==> src/rtl/dac_batch_streamer.sv <==
// dac_batch_streamer: FWFT batch FIFO feeding an AXI-stream DAC, primed before streaming
module dac_batch_streamer #(
  parameter int BATCH_WIDTH = 256,
  parameter int DEPTH = 8,
  parameter int PRIME_LEVEL = 2
) (
  input  logic                   clk,
  input  logic                   rst,
  input  logic                   flush,
  input  logic [BATCH_WIDTH-1:0] batch_in,
  input  logic                   batch_valid,
  output logic                   dac_rdy,
  output logic [BATCH_WIDTH-1:0] m_tdata,
  output logic                   m_tvalid,
  input  logic                   m_tready,
  output logic                   streaming,
  output logic [15:0]            underflow_cnt,
  output logic                   overflow
);
  localparam int AW = $clog2(DEPTH);
  localparam int CW = AW + 1;
  typedef enum logic {IDLE, STREAM} state_t;
  state_t state_q, state_d;
  logic [BATCH_WIDTH-1:0] mem_q [DEPTH];
  logic [AW-1:0] wr_ptr_q, wr_ptr_d, rd_ptr_q, rd_ptr_d;
  logic [CW-1:0] count_q, count_d;
  logic [15:0] underflow_cnt_q, underflow_cnt_d;
  logic overflow_q, overflow_d;
  logic wr, pop, uf, empty;
  assign empty = count_q == '0;
  assign dac_rdy = (count_q != CW'(DEPTH)) && !flush && !rst;
  assign wr = batch_valid && dac_rdy;
  assign underflow_cnt = underflow_cnt_q;
  assign overflow = overflow_q;
  // state and FIFO bookkeeping registers; memory contents survive reset
  always_ff @(posedge clk) begin
    if (rst) begin
      state_q <= IDLE;
      wr_ptr_q <= '0;
      rd_ptr_q <= '0;
      count_q <= '0;
      underflow_cnt_q <= '0;
      overflow_q <= 1'b0;
    end else begin
      state_q <= state_d;
      wr_ptr_q <= wr_ptr_d;
      rd_ptr_q <= rd_ptr_d;
      count_q <= count_d;
      underflow_cnt_q <= underflow_cnt_d;
      overflow_q <= overflow_d;
    end
  end
  // batch storage, written only on an accepted batch
  always_ff @(posedge clk) begin
    if (wr) mem_q[wr_ptr_q] <= batch_in;
  end
  // next state: prime in IDLE, fall back to IDLE on underflow or flush
  always_comb begin
    state_d = flush ? IDLE
            : state_q == IDLE ? (count_q >= CW'(PRIME_LEVEL) ? STREAM : IDLE)
            : (m_tready && empty ? IDLE : STREAM);
  end
  // outputs: zeros unless streaming with data; valid in every non-reset cycle
  always_comb begin
    streaming = state_q == STREAM;
    pop = streaming && m_tready && !empty;
    uf = streaming && m_tready && empty;
    m_tdata = (streaming && !empty && !rst) ? mem_q[rd_ptr_q] : '0;
    m_tvalid = !rst;
  end
  // pointer, occupancy and status next values; pointers wrap since DEPTH is a power of two
  always_comb begin
    wr_ptr_d = flush ? '0 : wr_ptr_q + AW'(wr);
    rd_ptr_d = flush ? '0 : rd_ptr_q + AW'(pop);
    count_d = flush ? '0 : count_q + CW'(wr) - CW'(pop);
    underflow_cnt_d = underflow_cnt_q + 16'(uf && underflow_cnt_q != 16'hFFFF);
    overflow_d = overflow_q | (batch_valid && !dac_rdy && !flush);
  end
endmodule

==> config.mk <==
export PLATFORM = sky130hd
export DESIGN_NAME = dac_batch_streamer
export DESIGN_NICKNAME = d
export VERILOG_FILES = /design/src/rtl/dac_batch_streamer.sv
export SDC_FILE = /design/constraint.sdc
export NUM_CORES = 2
export LEC_CHECK = 0
export ABC_CLOCK_PERIOD_IN_PS = 42600
export CORE_MARGIN = 1
export CORE_UTILIZATION = 55
export DETAILED_ROUTE_END_ITERATION = 10
export HOLD_SLACK_MARGIN = 0.05
export PLACE_DENSITY = 0.75
export SLEW_MARGIN = 20
export SYNTH_ARGS = -nofsm -noshare
export SYNTH_HDL_FRONTEND = slang
export SYNTH_SLANG_ARGS = --single-unit
export TNS_END_PERCENT = 10
==> constraint.sdc <==
create_clock -name clk -period 42.6 [get_ports clk]
set_input_delay 10.65 -clock clk [delete_from_list [all_inputs] [get_ports clk]]
set_output_delay 10.65 -clock clk [all_outputs]
set_load 0.1 [all_outputs]
==> impl_metrics.env <==
export IMPL_status="finished clean"
export IMPL_drtIter0Drc=2897
export IMPL_synth_area_per_cell_um2=24.7
export IMPL_setup_total_negative_slack_ps=0
export IMPL_floorplan_initialDensity_pct=55.6
export IMPL_path_cells="clkdlybuf4s50_1 -> nor4bb_4 -> buf_12 -> buf_16 -> buf_4 -> a22o_1 -> clkdlybuf4s50_1"
export IMPL_clk_path_buf_depth=3
export IMPL_synth_ff_type="edfxtp_1"
export IMPL_p_clk_share_pct=41.8
export IMPL_largest_net_degree_at_the_start_of_global_routing=183
export IMPL_maxCapViolCount=0
export IMPL_area_growth_pct=17.4
export IMPL_setup_repair_after_global_routing_missed_its_margin="no"
export IMPL_reg2reg_end="mem_q[7][202]"
export IMPL_critPathMostFrequentCell="clkdlybuf4s50_1"
export IMPL_final_period_utilization_pct=61.5
export IMPL_coreArea_um2=140000
export IMPL_placementRows=137
export IMPL_reg2reg_from="count_q[2]"
export IMPL_critPathMaxStageDelay_ps=1140
export IMPL_synth_ff_latch_count=2076
export IMPL_cts_root_buffer_cell="clkbuf_16"
export IMPL_synth_seq_area_share_pct=79.9
export IMPL_comb_power_share_pct=1.6
export IMPL_critical_path_startpoint_type="input port"
export IMPL_total_die_area_um2=143000
export IMPL_grt_ovfl_total=0
export IMPL_worst_path_max_fanout=101
export IMPL_syn_cell_area_um2=77700
export IMPL_antenna_violations_before_repair=37
export IMPL_synth_top_cell_area_share_pct=79.1
export IMPL_groute_usage_overall_pct=23.1
export IMPL_power_internal_w=0.00322
export IMPL_share_of_power_burned_in_registers_pct=56.6
export IMPL_holdBufCountCts=0
export IMPL_detail_route_wl_per_cell_um=28.4
export IMPL_crit_type="in -> out"
export IMPL_reg2regPathDepth=8
export IMPL_critPathCaptureType="primary output"
export IMPL_fraction_of_layout_instances_using_a_drive_strength_above_1_pct=21.5
export IMPL_power_per_cell_area_nw_per_um2=43.7
export IMPL_residual_antenna_violating_net_count_after_detailed_routing=0
export IMPL_cts_made_buffers=196
export IMPL_route_final_wire_length_um=165000
export IMPL_drt_drc_violations_left=0
export IMPL_final_max_slew_viol_count=0
export IMPL_synth_net_count=3424
export IMPL_chipHeight_um=378
export IMPL_maxSlewHeadroom_pct=21.5
export IMPL_yosys_cell_types_count=40
export IMPL_hold_depth=1
export IMPL_final_min_clock_period_ps=26180
export IMPL_total_switching_power_w=0.000760
export IMPL_design_final_nets=4038
export IMPL_number_of_h_tree_branching_levels=4
export IMPL_arrival_ps=15530
export IMPL_die_width_um=378
export IMPL_synth_enable_flop_cells=2048
export IMPL_leakage_nw=27.6
export IMPL_cts_setup_buffers=0
export IMPL_grt_pass1_wl_um=240000
export IMPL_ys_top_cells_by_area="edfxtp_1 (79%), mux4_2 (15%), a22o_1 (2.9%)"
export IMPL_final_setup_viol_count=0
export IMPL_yosys_area_top_type="edfxtp_1"
export IMPL_vias=35409
export IMPL_slack_of_the_worst_reg_to_reg_path_ps=37990
export IMPL_yosys_warnings=0
export IMPL_first_global_vias=36087
export IMPL_cp_required_ps=31950
export IMPL_fmax_mhz=38.2
export IMPL_detail_route_first_pass_iterations=5
export IMPL_clock_skew_final_ps=57.6
export IMPL_worst_slew_pin_transition_ps=1180
export IMPL_viasPerCell=6.10
export IMPL_postSynthCellCount=3149
export IMPL_min_to="overflow"
export IMPL_ir_drop_mv=0.0406
export IMPL_ys_async_sr_fraction_pct=0
export IMPL_finalWeightedCongestion=0.763
export IMPL_fin_cells=5804
export IMPL_worstSkewPairLatency_ps=790
export IMPL_post_cts_resized_instances=0
export IMPL_port_buffers=536
export IMPL_power_share_switching_pct=19.1
export IMPL_clock_sinks=2076
export IMPL_placedCellCount=5439
export IMPL_startpoint_of_the_most_critical_hold_path="overflow"
export IMPL_final_hold_violation_count=0
export IMPL_dp_hpwl_um=88000
export IMPL_critical_path_slowest_cell="clkdlybuf4s50_1"
export IMPL_floorplan_io_pins=537
export IMPL_cts_clk_slew_worst_paths_ps=70
export IMPL_holdCritPathClass="reg -> reg"
export IMPL_tritoncts="yes"
==> cell usage in the layout (no fill, tap or decap), types with 3 or more instances in the layout <==
| cell type | Yosys | routed |
|---|---|---|
| edfxtp_1 | 2048 | 2048 |
| buf_12 | 0 | 12 |
| and2_1 | 6 | 6 |
| o31ai_1 | 4 | 4 |
| clkdlybuf4s50_1 | 0 | 535 |
| nand2_1 | 4 | 4 |
| buf_4 | 7 | 41 |
| nor2_4 | 0 | 3 |
| o21ai_0 | 5 | 5 |
| mux4_2 | 512 | 512 |
| nor2b_1 | 5 | 5 |
| a22o_1 | 256 | 256 |
| clkbuf_16 | 0 | 198 |
| clkbuf_1 | 28 | 44 |
| bufinv_16 | 0 | 15 |
| nor4_1 | 5 | 4 |
| ha_1 | 13 | 13 |
| nand3_1 | 8 | 8 |
| nand4_1 | 7 | 7 |
| clkinvlp_4 | 0 | 3 |
| diode_2 | 0 | 14 |
| dfxtp_1 | 28 | 26 |
| clkinv_2 | 0 | 29 |
| mux2_1 | 3 | 3 |
| clkinv_1 | 0 | 44 |
| inv_6 | 0 | 8 |
| nor2_1 | 15 | 12 |
| or3_1 | 5 | 5 |
| inv_1 | 14 | 14 |
| a21oi_1 | 9 | 9 |
| clkinv_16 | 0 | 4 |
| or4_1 | 4 | 4 |
| nor3_2 | 0 | 4 |
| xnor2_1 | 4 | 4 |
==> worst max path at each step <==
stage | start | endpoint | depth (start not counted)
6_report | rst | m_tdata[59] | 7
2_1_floorplan | rst | mem_q[0][0] | 3
3_3_place_gp | rst | m_tdata[54] | 6
3_5_place_dp | rst | m_tdata[63] | 6
4_1_cts | rst | m_tdata[70] | 6
5_1_grt | rst | m_tdata[217] | 7
==> sequential cells by signal, indices dropped and copies added (netlist names) <==
name,flops
overflow,1
streaming,1
count_q,4
underflow_cnt,16
mem_q,2048
rd_ptr_q,3
wr_ptr_q,3
==> synthesized netlist by cell type, types with 2 or more instances <==
master,number
nand2_1,4
and2_1,6
dfxtp_1,28
xnor2_1,4
buf_6,32
ha_1,13
nand4_1,7
mux4_2,512
clkbuf_1,28
or3_1,5
buf_2,77
a21oi_1,9
a22o_1,256
inv_1,14
nor2b_1,5
nor2_1,15
nor3_1,4
edfxtp_1,2048
buf_4,7
mux2_1,3
nand2b_1,2
nor4_1,5
o21ai_0,5
nand3_1,8
xor2_1,2
buf_1,30
o31ai_1,4
or4_1,4
==> routing by layer <==
layer / track usage [%] / up-vias / share of wire (%)
li1: - / 14946 / -
met1: 30.7 / 18768 / 39
met2: 37.3 / 1378 / 50
met3: 6.81 / 271 / 8.8
met4: 7.06 / 46 / 2.4
met5: 0 / - / 0.17
==> area by class of cell <==
cell class	count	area [µm²]
antenna	14	35.0
inverter	14	52.6
clock buffer	242	5120
tap	1876	2350
multi-input combinational	885	14700
sequential	2076	62100
clock inverter	107	1020
fill	8762	48600
timing repair buffer	590	5960
==> critical path, delay by kind of cell <==
kind	cells	cell delay (ps)
buffers and inverters	5	3710
AND/OR/NAND/NOR	1	530
AO/OA/AOI/OAI	1	280
==> power by group through the flow <==
stage	Combinational [W]	Sequential [W]	Clock [W]
4_1_cts	0.0000653	0.00225	0.00170
6_report	0.0000648	0.00225	0.00167
3_3_place_gp	0.0000619	0.00230	0
3_5_place_dp	0.0000649	0.00230	0
5_1_grt	0.0000698	0.00225	0.00177
2_1_floorplan	0.0000123	0.00231	0
==> kinds of logic (layout without fill, tap and decap cells) <==
family,count (synthesis),after routing,share of synthesized area [%]
flip-flops,2076,2076,79.9
multiplexers,516,516,14.9
AO/OA/AOI/OAI,278,278,3.05
buffers and inverters,188,953,1.37
AND/OR/NAND/NOR,71,71,0.526
adder cells (fa/ha/maj),14,14,0.235
XOR/XNOR,6,6,0.0676
other,0,14,0
==> per-stage QoR <==
step	power [W]	utilization (%)	setup slack, ps	area, µm²	hold WS, ps
4_1_cts	0.00402	65.2	16490	91200	477
3_3_place_gp	0.00236	60.8	16650	85000	449
5_1_grt	0.00409	65.2	16240	91300	493
2_1_floorplan	0.00232	-	5850	77700	510
6_report	0.00398	65.2	16420	91300	481
3_5_place_dp	0.00236	60.8	16480	85000	462
Note: power is estimated with default switching activity, not from simulation.
